<file path="src/rtl/keypad_matrix_scanner.sv">
// Row-scanned ROWSxCOLS keypad with per-key frame debouncing and a press/release
// event FIFO (valid/ready) plus a sticky drop indicator.
module keypad_matrix_scanner #(
    parameter  int ROWS       = 4,
    parameter  int COLS       = 5,
    parameter  int SCAN_DIV   = 16,
    parameter  int DEBOUNCE   = 4,
    parameter  int FIFO_DEPTH = 8,
    localparam int N          = ROWS * COLS,
    localparam int CODE_W     = (N > 1) ? $clog2(N) : 1
) (
    input  logic              clk,
    input  logic              rstn,
    output logic [ROWS-1:0]   row_n,
    input  logic [COLS-1:0]   col_n,
    output logic              evt_valid,
    input  logic              evt_ready,
    output logic [CODE_W-1:0] evt_code,
    output logic              evt_press,
    output logic [N-1:0]      key_state,
    output logic              any_key,
    output logic              overflow,
    input  logic              ovf_clr
);

    localparam int ROW_W = (ROWS > 1) ? $clog2(ROWS) : 1;
    localparam int DIV_W = $clog2(SCAN_DIV);
    localparam int CNT_W = (DEBOUNCE > 1) ? $clog2(DEBOUNCE + 1) : 1;
    localparam int PTR_W = $clog2(FIFO_DEPTH);

    typedef enum logic {
        S_DRIVE  = 1'b0,
        S_COMMIT = 1'b1
    } state_t;

    typedef struct packed {
        logic [CODE_W-1:0] code;
        logic              press;
    } evt_t;

    // ------------------------------------------------------------------
    // Column synchronizer; idle pulled-up columns read as all ones.
    logic [COLS-1:0] r_sync1, r_sync2;
    logic [COLS-1:0] w_col_act;

    // NOTE: sequential state always uses non-blocking (<=) so every flop
    // samples pre-edge values regardless of statement order.
    always_ff @(posedge clk or negedge rstn) begin
        if (!rstn) begin
            r_sync1 <= '1;
            r_sync2 <= '1;
        end else begin
            r_sync1 <= col_n;
            r_sync2 <= r_sync1;
        end
    end

    assign w_col_act = ~r_sync2;

    // ------------------------------------------------------------------
    // Scan FSM
    state_t            r_state, w_state_nxt;
    logic [ROW_W-1:0]  r_row, w_row_nxt;
    logic [DIV_W-1:0]  r_div, w_div_nxt;
    logic [CODE_W-1:0] r_key, w_key_nxt;
    logic [ROWS-1:0]   r_row_n, w_row_n_nxt;
    logic              r_run;
    logic              w_sample, w_commit;

    // NOTE: every always_comb output gets a default first so no path leaves
    // it unassigned, which would otherwise infer a latch.
    always_comb begin
        w_state_nxt = r_state;
        w_row_nxt   = r_row;
        w_div_nxt   = r_div;
        w_key_nxt   = r_key;
        w_sample    = 1'b0;
        w_commit    = 1'b0;
        // The first cycle out of reset only loads row_n, so the FSM and the
        // registered row drive stay aligned from then on.
        if (r_run) begin
            case (r_state)
                S_DRIVE: begin
                    if (r_div == DIV_W'(SCAN_DIV - 1)) begin
                        w_sample  = 1'b1;
                        w_div_nxt = '0;
                        if (r_row == ROW_W'(ROWS - 1)) begin
                            w_row_nxt   = '0;
                            w_key_nxt   = '0;
                            w_state_nxt = S_COMMIT;
                        end else begin
                            w_row_nxt = r_row + ROW_W'(1);
                        end
                    end else begin
                        w_div_nxt = r_div + DIV_W'(1);
                    end
                end
                S_COMMIT: begin
                    w_commit = 1'b1;
                    if (r_key == CODE_W'(N - 1)) begin
                        w_key_nxt   = '0;
                        w_state_nxt = S_DRIVE;
                    end else begin
                        w_key_nxt = r_key + CODE_W'(1);
                    end
                end
                default: w_state_nxt = S_DRIVE;
            endcase
        end
        w_row_n_nxt = '1;
        if (w_state_nxt == S_DRIVE) w_row_n_nxt[w_row_nxt] = 1'b0;
    end

    always_ff @(posedge clk or negedge rstn) begin
        if (!rstn) begin
            r_state <= S_DRIVE;
            r_row   <= '0;
            r_div   <= '0;
            r_key   <= '0;
            r_row_n <= '1;
            r_run   <= 1'b0;
        end else begin
            r_state <= w_state_nxt;
            r_row   <= w_row_nxt;
            r_div   <= w_div_nxt;
            r_key   <= w_key_nxt;
            r_row_n <= w_row_n_nxt;
            r_run   <= 1'b1;
        end
    end

    assign row_n = r_row_n;

    // ------------------------------------------------------------------
    // Raw frame capture and per-key debounce
    logic [N-1:0]     r_raw;
    logic [N-1:0]     r_key_state;
    logic [CNT_W-1:0] r_cnt [N];
    logic             r_any_key;
    logic             w_raw_k, w_held_k, w_flip;
    logic [CNT_W:0]   w_cnt_inc;

    assign w_raw_k   = r_raw[r_key];
    assign w_held_k  = r_key_state[r_key];
    assign w_cnt_inc = {1'b0, r_cnt[r_key]} + (CNT_W + 1)'(1);
    assign w_flip    = w_commit && (w_raw_k != w_held_k) &&
                       (w_cnt_inc == (CNT_W + 1)'(DEBOUNCE));

    always_ff @(posedge clk or negedge rstn) begin
        if (!rstn) begin
            r_raw       <= '0;
            r_key_state <= '0;
            r_any_key   <= 1'b0;
            for (int i = 0; i < N; i++) r_cnt[i] <= '0;
        end else begin
            if (w_sample) r_raw[r_row*COLS +: COLS] <= w_col_act;
            if (w_commit) begin
                if (w_raw_k == w_held_k) begin
                    r_cnt[r_key] <= '0;
                end else if (w_flip) begin
                    r_key_state[r_key] <= w_raw_k;
                    r_cnt[r_key]       <= '0;
                end else begin
                    r_cnt[r_key] <= w_cnt_inc[CNT_W-1:0];
                end
            end
            r_any_key <= |r_key_state;
        end
    end

    assign key_state = r_key_state;
    assign any_key   = r_any_key;

    // ------------------------------------------------------------------
    // Event FIFO
    evt_t             r_mem [FIFO_DEPTH];
    logic [PTR_W-1:0] r_wr_ptr, r_rd_ptr;
    logic [PTR_W:0]   r_count;
    logic             r_overflow;
    logic             w_valid, w_full, w_pop, w_push_ok, w_drop;
    evt_t             w_head;

    assign w_valid   = (r_count != '0);
    assign w_full    = (r_count == (PTR_W + 1)'(FIFO_DEPTH));
    assign w_pop     = w_valid && evt_ready;
    // When full, a same-cycle pop frees the slot being written.
    assign w_push_ok = w_flip && (!w_full || w_pop);
    assign w_drop    = w_flip && w_full && !w_pop;
    assign w_head    = r_mem[r_rd_ptr];

    // NOTE: FIFO storage is deliberately not reset; occupancy is tracked by
    // the reset pointers/count and the outputs are gated by evt_valid.
    always_ff @(posedge clk) begin
        if (w_push_ok) r_mem[r_wr_ptr] <= '{code: r_key, press: w_raw_k};
    end

    always_ff @(posedge clk or negedge rstn) begin
        if (!rstn) begin
            r_wr_ptr   <= '0;
            r_rd_ptr   <= '0;
            r_count    <= '0;
            r_overflow <= 1'b0;
        end else begin
            if (w_push_ok) r_wr_ptr <= r_wr_ptr + PTR_W'(1);
            if (w_pop)     r_rd_ptr <= r_rd_ptr + PTR_W'(1);
            if (w_push_ok && !w_pop)      r_count <= r_count + (PTR_W + 1)'(1);
            else if (!w_push_ok && w_pop) r_count <= r_count - (PTR_W + 1)'(1);
            if (w_drop)       r_overflow <= 1'b1;
            else if (ovf_clr) r_overflow <= 1'b0;
        end
    end

    assign evt_valid = w_valid;
    assign evt_code  = w_valid ? w_head.code  : '0;
    assign evt_press = w_valid ? w_head.press : 1'b0;
    assign overflow  = r_overflow;

endmodule
</file>
<file path="config.mk">
export PLATFORM = sky130hd
export DESIGN_NAME = keypad_matrix_scanner
export DESIGN_NICKNAME = d
export VERILOG_FILES = /design/src/rtl/keypad_matrix_scanner.sv
export SDC_FILE = /design/constraint.sdc
export NUM_CORES = 1
export LEC_CHECK = 0
export BUFFER_PORTS_ARGS = -buffer_cell sky130_fd_sc_hd__buf_4
export CORE_ASPECT_RATIO = 0.9
export CORE_UTILIZATION = 38
export CTS_BUF_LIST = sky130_fd_sc_hd__clkbuf_8
export DETAILED_ROUTE_END_ITERATION = 8
export HOLD_SLACK_MARGIN = 0.05
export SLEW_MARGIN = 20
export SYNTH_ARGS = -nofsm -noshare
export SYNTH_HDL_FRONTEND = slang
export SYNTH_SLANG_ARGS = --single-unit
</file>
<file path="constraint.sdc">
create_clock -name clk -period 5.1 [get_ports clk]
set_input_delay 1.02 -clock clk [delete_from_list [all_inputs] [get_ports clk]]
set_output_delay 1.02 -clock clk [all_outputs]
set_load 0.02 [all_outputs]
</file>
# Word-level counts from Yosys, hierarchy flattened
# Memories as Yosys holds them, arrays and structs flattened.
# Cells that the tools add are included.
word_totals:
  register_bits: 139
  ramBits: 48
  input_bits: 9
  out_inout_bits: 33
  word_cells: 138
  n_memories: 1
classes:
  add_sub_neg: 9
  mul: 1
  order_cmp: 6
  eq_ne: 9
  shift: 2
  n_mux: 46
  bitwise: 7
  n_reduce_logical: 22
memory_table:
  columns: ["memory", "depth", "word_bits", "read_ports", "rd_clocked_by_memory_dff", "write_ports", "line_no", "source"]
  rows:
  - ["r_mem", 8, 6, 1, 0, 1, "176", "evt_t r_mem [FIFO_DEPTH];"]
ops:
  columns: ["cell", "count"]
  rows:
  - ["$mux W60", 2]
  - ["$and A60 B60 Y60", 1]
  - ["$bwmux W60", 1]
  - ["$not A60 Y60", 1]
  - ["$bwmux W20", 2]
  - ["$neg A5 Y34", 1]
  - ["$shift A5 B34 Y20 const A", 1]
  - ["$shiftx A5 B34 Y20", 1]
  - ["$mux W5", 4]
  - ["$reduce_or A20 Y1", 1]
  - ["$mux W1", 18]
  - ["$mux W4", 4]
  - ["$bmux W3 S5", 1]
  - ["$demux W3 S5", 1]
  - ["$logic_and A1 B1 Y1", 11]
  - ["$bmux W1 S5", 2]
  - ["$pmux W5 S2", 1]
  - ["$mux W3", 3]
  - ["$add A4 B1 Y4 const B", 2]
  - ["$eq A4 B4 Y1 const B", 2]
  - ["$mux W2", 4]
  - ["$add A3 B1 Y3 const B", 2]
  - ["$ge A6 B6 Y1 const B", 1]
  - ["$lt A5 B6 Y1 const B", 1]
  - ["28 further kinds", 34]

# Logic depth before layout (Yosys ltp)
logic_depth:
  depth_word: 12
  mapped_depth: 20
  depth_no_buf: 17

# Worst setup path before layout
# No wires, ideal clock.
synth_path:
  kind: "flip-flop to flip-flop"
  start: "register r_key[0]"
  end: "register r_count[3]"
  setup_time_ns: 0.125
  t_arrival_ns: 3.705
  t_required_ns: 4.975
  path_slack_ns: 1.270
  path_stages_with_launch: 19
  path_buffers: 2
  period_less_slack_ns: 3.830
  cell_sequence: "dfrtp_1 > buf_6 > buf_6 > mux4_2 > a211oi_1 > nand2_1 > ha_1 > a21o_1 > o21ai_4 > nand3_2 > inv_1 > ha_1 > inv_1 > ha_1 > a21o_1 > a21oi_1 > xnor2_1 > nor2_1 > xor2_1"
synth_via:
  elab_chain_len: 11
  elab_cells_between_ends: 19
  cone_classes: "add/sub (1); eq/ne (2); mux (8); bitwise (1); reduce/logical (7)"
synth_rtl:
  columns: ["element", "line_no", "source"]
  rows:
  - ["start, declared", "65", "logic [CODE_W-1:0] r_key, w_key_nxt;"]
  - ["start signal, assigned", "126", "r_key <= w_key_nxt;"]
  - ["$not A5 Y6 (not written as such)", "145", "assign w_cnt_inc = {1'b0, r_cnt[r_key]} + (CNT_W + 1)'(1);"]
  - ["$bmux W3 S5", "145", null]
  - ["$mux W3 (not written as such) (2 in series)", "145", null]
  - ["$add A3 B1 Y4", "145", null]
  - ["$eq A4 B3 Y1", "147", "(w_cnt_inc == (CNT_W + 1)'(DEBOUNCE));"]
  - ["$logic_and A1 B1 Y1 *", "146", "assign w_flip = w_commit && (w_raw_k != w_held_k) &&"]
  - ["$logic_and A1 B1 Y1 *", "187", "assign w_push_ok = w_flip && (!w_full || w_pop);"]
  - ["net w_push_ok", "180", "logic w_valid, w_full, w_pop, w_push_ok, w_drop;"]
  - ["$logic_not A1 Y1", "207", "else if (!w_push_ok && w_pop) r_count <= r_count - (PTR_W + 1)'(1);"]
  - ["$logic_and A1 B1 Y1", "207", null]
  - ["$reduce_bool A2 Y1 (no source line)", null, null]
  - ["end signal, assigned", "206", "if (w_push_ok && !w_pop) r_count <= r_count + (PTR_W + 1)'(1);"]
  - ["end signal, assigned", "207", null]
  - ["end, declared", "178", "logic [PTR_W:0] r_count;"]
# Mark *: on every way through the listed nets, which the timed path passes. The rest lies on a longest branch. The select of a mux whose other input is x is not followed.
# A chain may end at the register's enable or synchronous reset.

# Worst setup path after layout
# Ends and elaborated chain as after synthesis.

==> flow_summary.toml <==
[yosys]
synthesis.area_mm2 = 0.00888
ys_seq_area_share_pct = 55.6
synth.area.top_cells = "dfrtp_1 (35%), edfxtp_1 (16%), mux2i_1 (5.9%), mux2_2 (4.9%), mux4_2 (4.3%)"
synth-edff-count = 48
synthTopCellsByCount = "dfrtp_1 (125), nand2_1 (99), mux2i_1 (52)"
synth_flop_cell = "dfrtp_1"
ys_seq_elements = 187
synth_top_area_share_pct = 35.2
async_flop_share_pct = 74.3
synth_most_common_cell = "dfrtp_1"
postSynthAreaPerCell_um2 = 12.1
yosys_warnings = 0
synth_fp_nets = 759
postSynthCellCount = 731
synthDistinctLibCells = 59
synth.largest_area_cell = "dfrtp_1"

[outcome]
status = "completed"

[die]
initial_core_util_pct = 39.1
num_rows = 52
design.die.area_mm2 = 0.0240
die_x_um = 163
ios = 42
core_area_mm2 = 0.0227
fp.dieH_um = 147

[placement]
io_buffers = 41
hpwl_um = 14200
place.gp.congestion = 0.856
pre_cts_ws_ns = 0.627

[routing]
via_per_inst = 5.45
wl_per_cell_um = 19.4
routed_wl_um = 21000
drc = 0
drtIter0Drc = 427
vias = 5893
detail-route-antenna-nets = 0
drt_pass1_iterations = 5

[timing]
max_slew.worst_pin.slew_ns = 0.943
slew_headroom_pct = 37.1
tns_ns = 0
setup_ws_ns = 0.594
skew_ns = 0.0213
fin_crit_sh_pct = 88.3
whs_ns = 0.361
fmax_ghz = 0.222
finalHoldViolCount = 0
rsz0062_at_grt = "false"
drv_slew = 0
min_period_ns = 4.51
setup_viol = 0

[grt]
grt_pass1_wl_um = 33500
antenna_found_initial = 0
grtUsageTotal_pct = 18.4
grt_overflow_total = 0
grt_max_degree = 65
grt_pass1_vias = 5830

[cells_and_area]
syn_to_final_growth_pct = 11.7
nNetsFinal = 799
n_antenna_cell = 0
fillers = 2126
seqCellArea_mm2 = 0.00494
layout-drive-gt1-share_pct = 21.9
multi_input_area_mm2 = 0.00365

[cts]
clockBufferDepth = 2
cts_sinks = 187
tritoncts = "yes"
clockRootBuffer = "clkbuf_8"
cts_setup_buffers = 0
numCtsBuffers = 17
hold_buffers = 0
htree_levels = 4
ctsResizeCount = 0
clock_latency_ns = 0.48
clkTransAtPathRegs_ns = 0.11

[pwr]
comb_power_share_pct = 28.2
pwr-share-clk_pct = 25.7
p_int_mw = 2.53
p_per_area_mw_per_mm2 = 407
seq_power_share_pct = 46.0
p_sw_mw = 1.51
leakagePower_nw = 4.09
ir_drop_mv = 0.209
p_sw_share_pct = 37.4

[worst_setup_path]
cp-start-kind = "register"
crit_path_max_fanout = 27
cp.arrival_ns = 4.86
critPathKind = "register to register"
required_ns = 5.45
end_kind = "register"

[hold_path]
worst_hold_path_type = "register to register"

[job]
maxCapViolCount = 0
==> layout make-up <==
cell class | count | area share, %
clock buffer | 17 | 2.36
clock inverter | 15 | 1.93
inverter | 23 | 0.871
multi-input combinational | 483 | 36.8
sequential | 187 | 49.8
tap | 297 | 3.75
timing repair buffer | 59 | 4.50
==> cell usage in the layout, fill, tap and decap left out, drive strengths merged, types with 6 or more instances in the layout <==
master,instances
a211oi,9
a21oi,7
a22oi,7
a2bb2oi,7
a31oi,8
and2,10
and3,7
buf,59
clkbuf,17
clkinv,6
dfrtp,125
dfstp,14
edfxtp,48
ha,18
inv,30
mux2,39
mux2i,52
mux4,17
nand2,99
nand3,13
nand4,23
nor2,23
nor2b,6
nor3,9
nor4,8
o21ai,33
o22a,7
o22ai,10
o31ai,24
xnor2,8
==> layer usage <==
metal / vias to the layer above / global-route usage, % / share of wire (%)
li1: 2777 / - / -
met1: 2947 / 26.5 / 49
met2: 141 / 27.9 / 46
met3: 28 / 3.50 / 3.5
met4: 0 / 5.70 / 1.6
met5: - / 0 / 0
==> path summary, 6_finish.rpt <==
path	startpoint	endpoint	slack [ns]	depth (start not counted)
min in group asynchronous	rstn	overflow$_DFFE_PN0P_	0.52	1
max in group asynchronous	rstn	r_cnt[38]$_DFFE_PN0P_	3.47	2
worst min register to register	r_sync1[0]$_DFF_PN1_	r_sync2[0]$_DFF_PN1_	0.36	0
worst min-delay path	r_sync1[0]$_DFF_PN1_	r_sync2[0]$_DFF_PN1_	0.36	0
worst max-delay path	r_key[0]$_DFFE_PN0P_	r_count[3]$_DFFE_PN0P_	0.59	17
worst max register to register	r_key[0]$_DFFE_PN0P_	r_count[3]$_DFFE_PN0P_	0.59	17
==> stage by stage <==
step	instances	area, um^2	power [mW]	utilization [%]
floorplan	731	8880	2.68	-
global placement	1049	9490	3.01	41.8
detailed placement	1049	9490	3.03	41.8
CTS	1081	9920	4.08	43.7
global route	1081	9920	4.26	43.7
finish	1081	9920	4.04	43.7
==> power by group through the flow <==
stage / Combinational [mW] / Clock (mW) / Sequential (mW)
2_1_floorplan: 0.875 / 0 / 1.81
4_1_cts: 1.14 / 1.07 / 1.86
3_3_place_gp: 1.12 / 0 / 1.89
6_report: 1.14 / 1.04 / 1.86
3_5_place_dp: 1.14 / 0 / 1.89
5_1_grt: 1.25 / 1.13 / 1.89
==> state kept, by name (all words and copies together), names as in the netlist, 5 cells and up <==
register / flops
r_sync1: 5
r_mem: 48
r_sync2: 5
r_cnt: 60
key_state: 20
r_key: 5
r_raw: 20
==> worst max-delay path: stages (launching register included) <==
cell and delay [ns]:
dfrtp_1 0.98, or4bb_1 0.67, o22ai_1 0.17, a211oi_1 0.09
nand2_1 0.14, ha_1 0.29, nand2_1 0.24, nor2_1 0.25
nand3_2 0.19, inv_1 0.12, ha_1 0.18, inv_1 0.09
ha_1 0.28, a21o_1 0.18, a21oi_1 0.17, xnor2_1 0.13
nor2_1 0.06, xor2_1 0.14
==> cells by family (layout without fill, tap and decap cells) <==
| logic type | count (synthesis) | after routing | synth area share, % |
|---|---|---|---|
| other | 1 | 1 | 0.0422 |
| DFF | 187 | 187 | 55.6 |
| and+or+nand+nor | 218 | 218 | 12.0 |
| muxes | 108 | 108 | 15.1 |
| AOI/OAI and AO/OA | 126 | 126 | 10.0 |
| buffers and inverters | 61 | 114 | 3.30 |
| adders and majority gates | 19 | 19 | 2.76 |
| xor gates and xnor gates | 11 | 11 | 1.17 |
No activity file was read; power rests on OpenSTA's default activity.
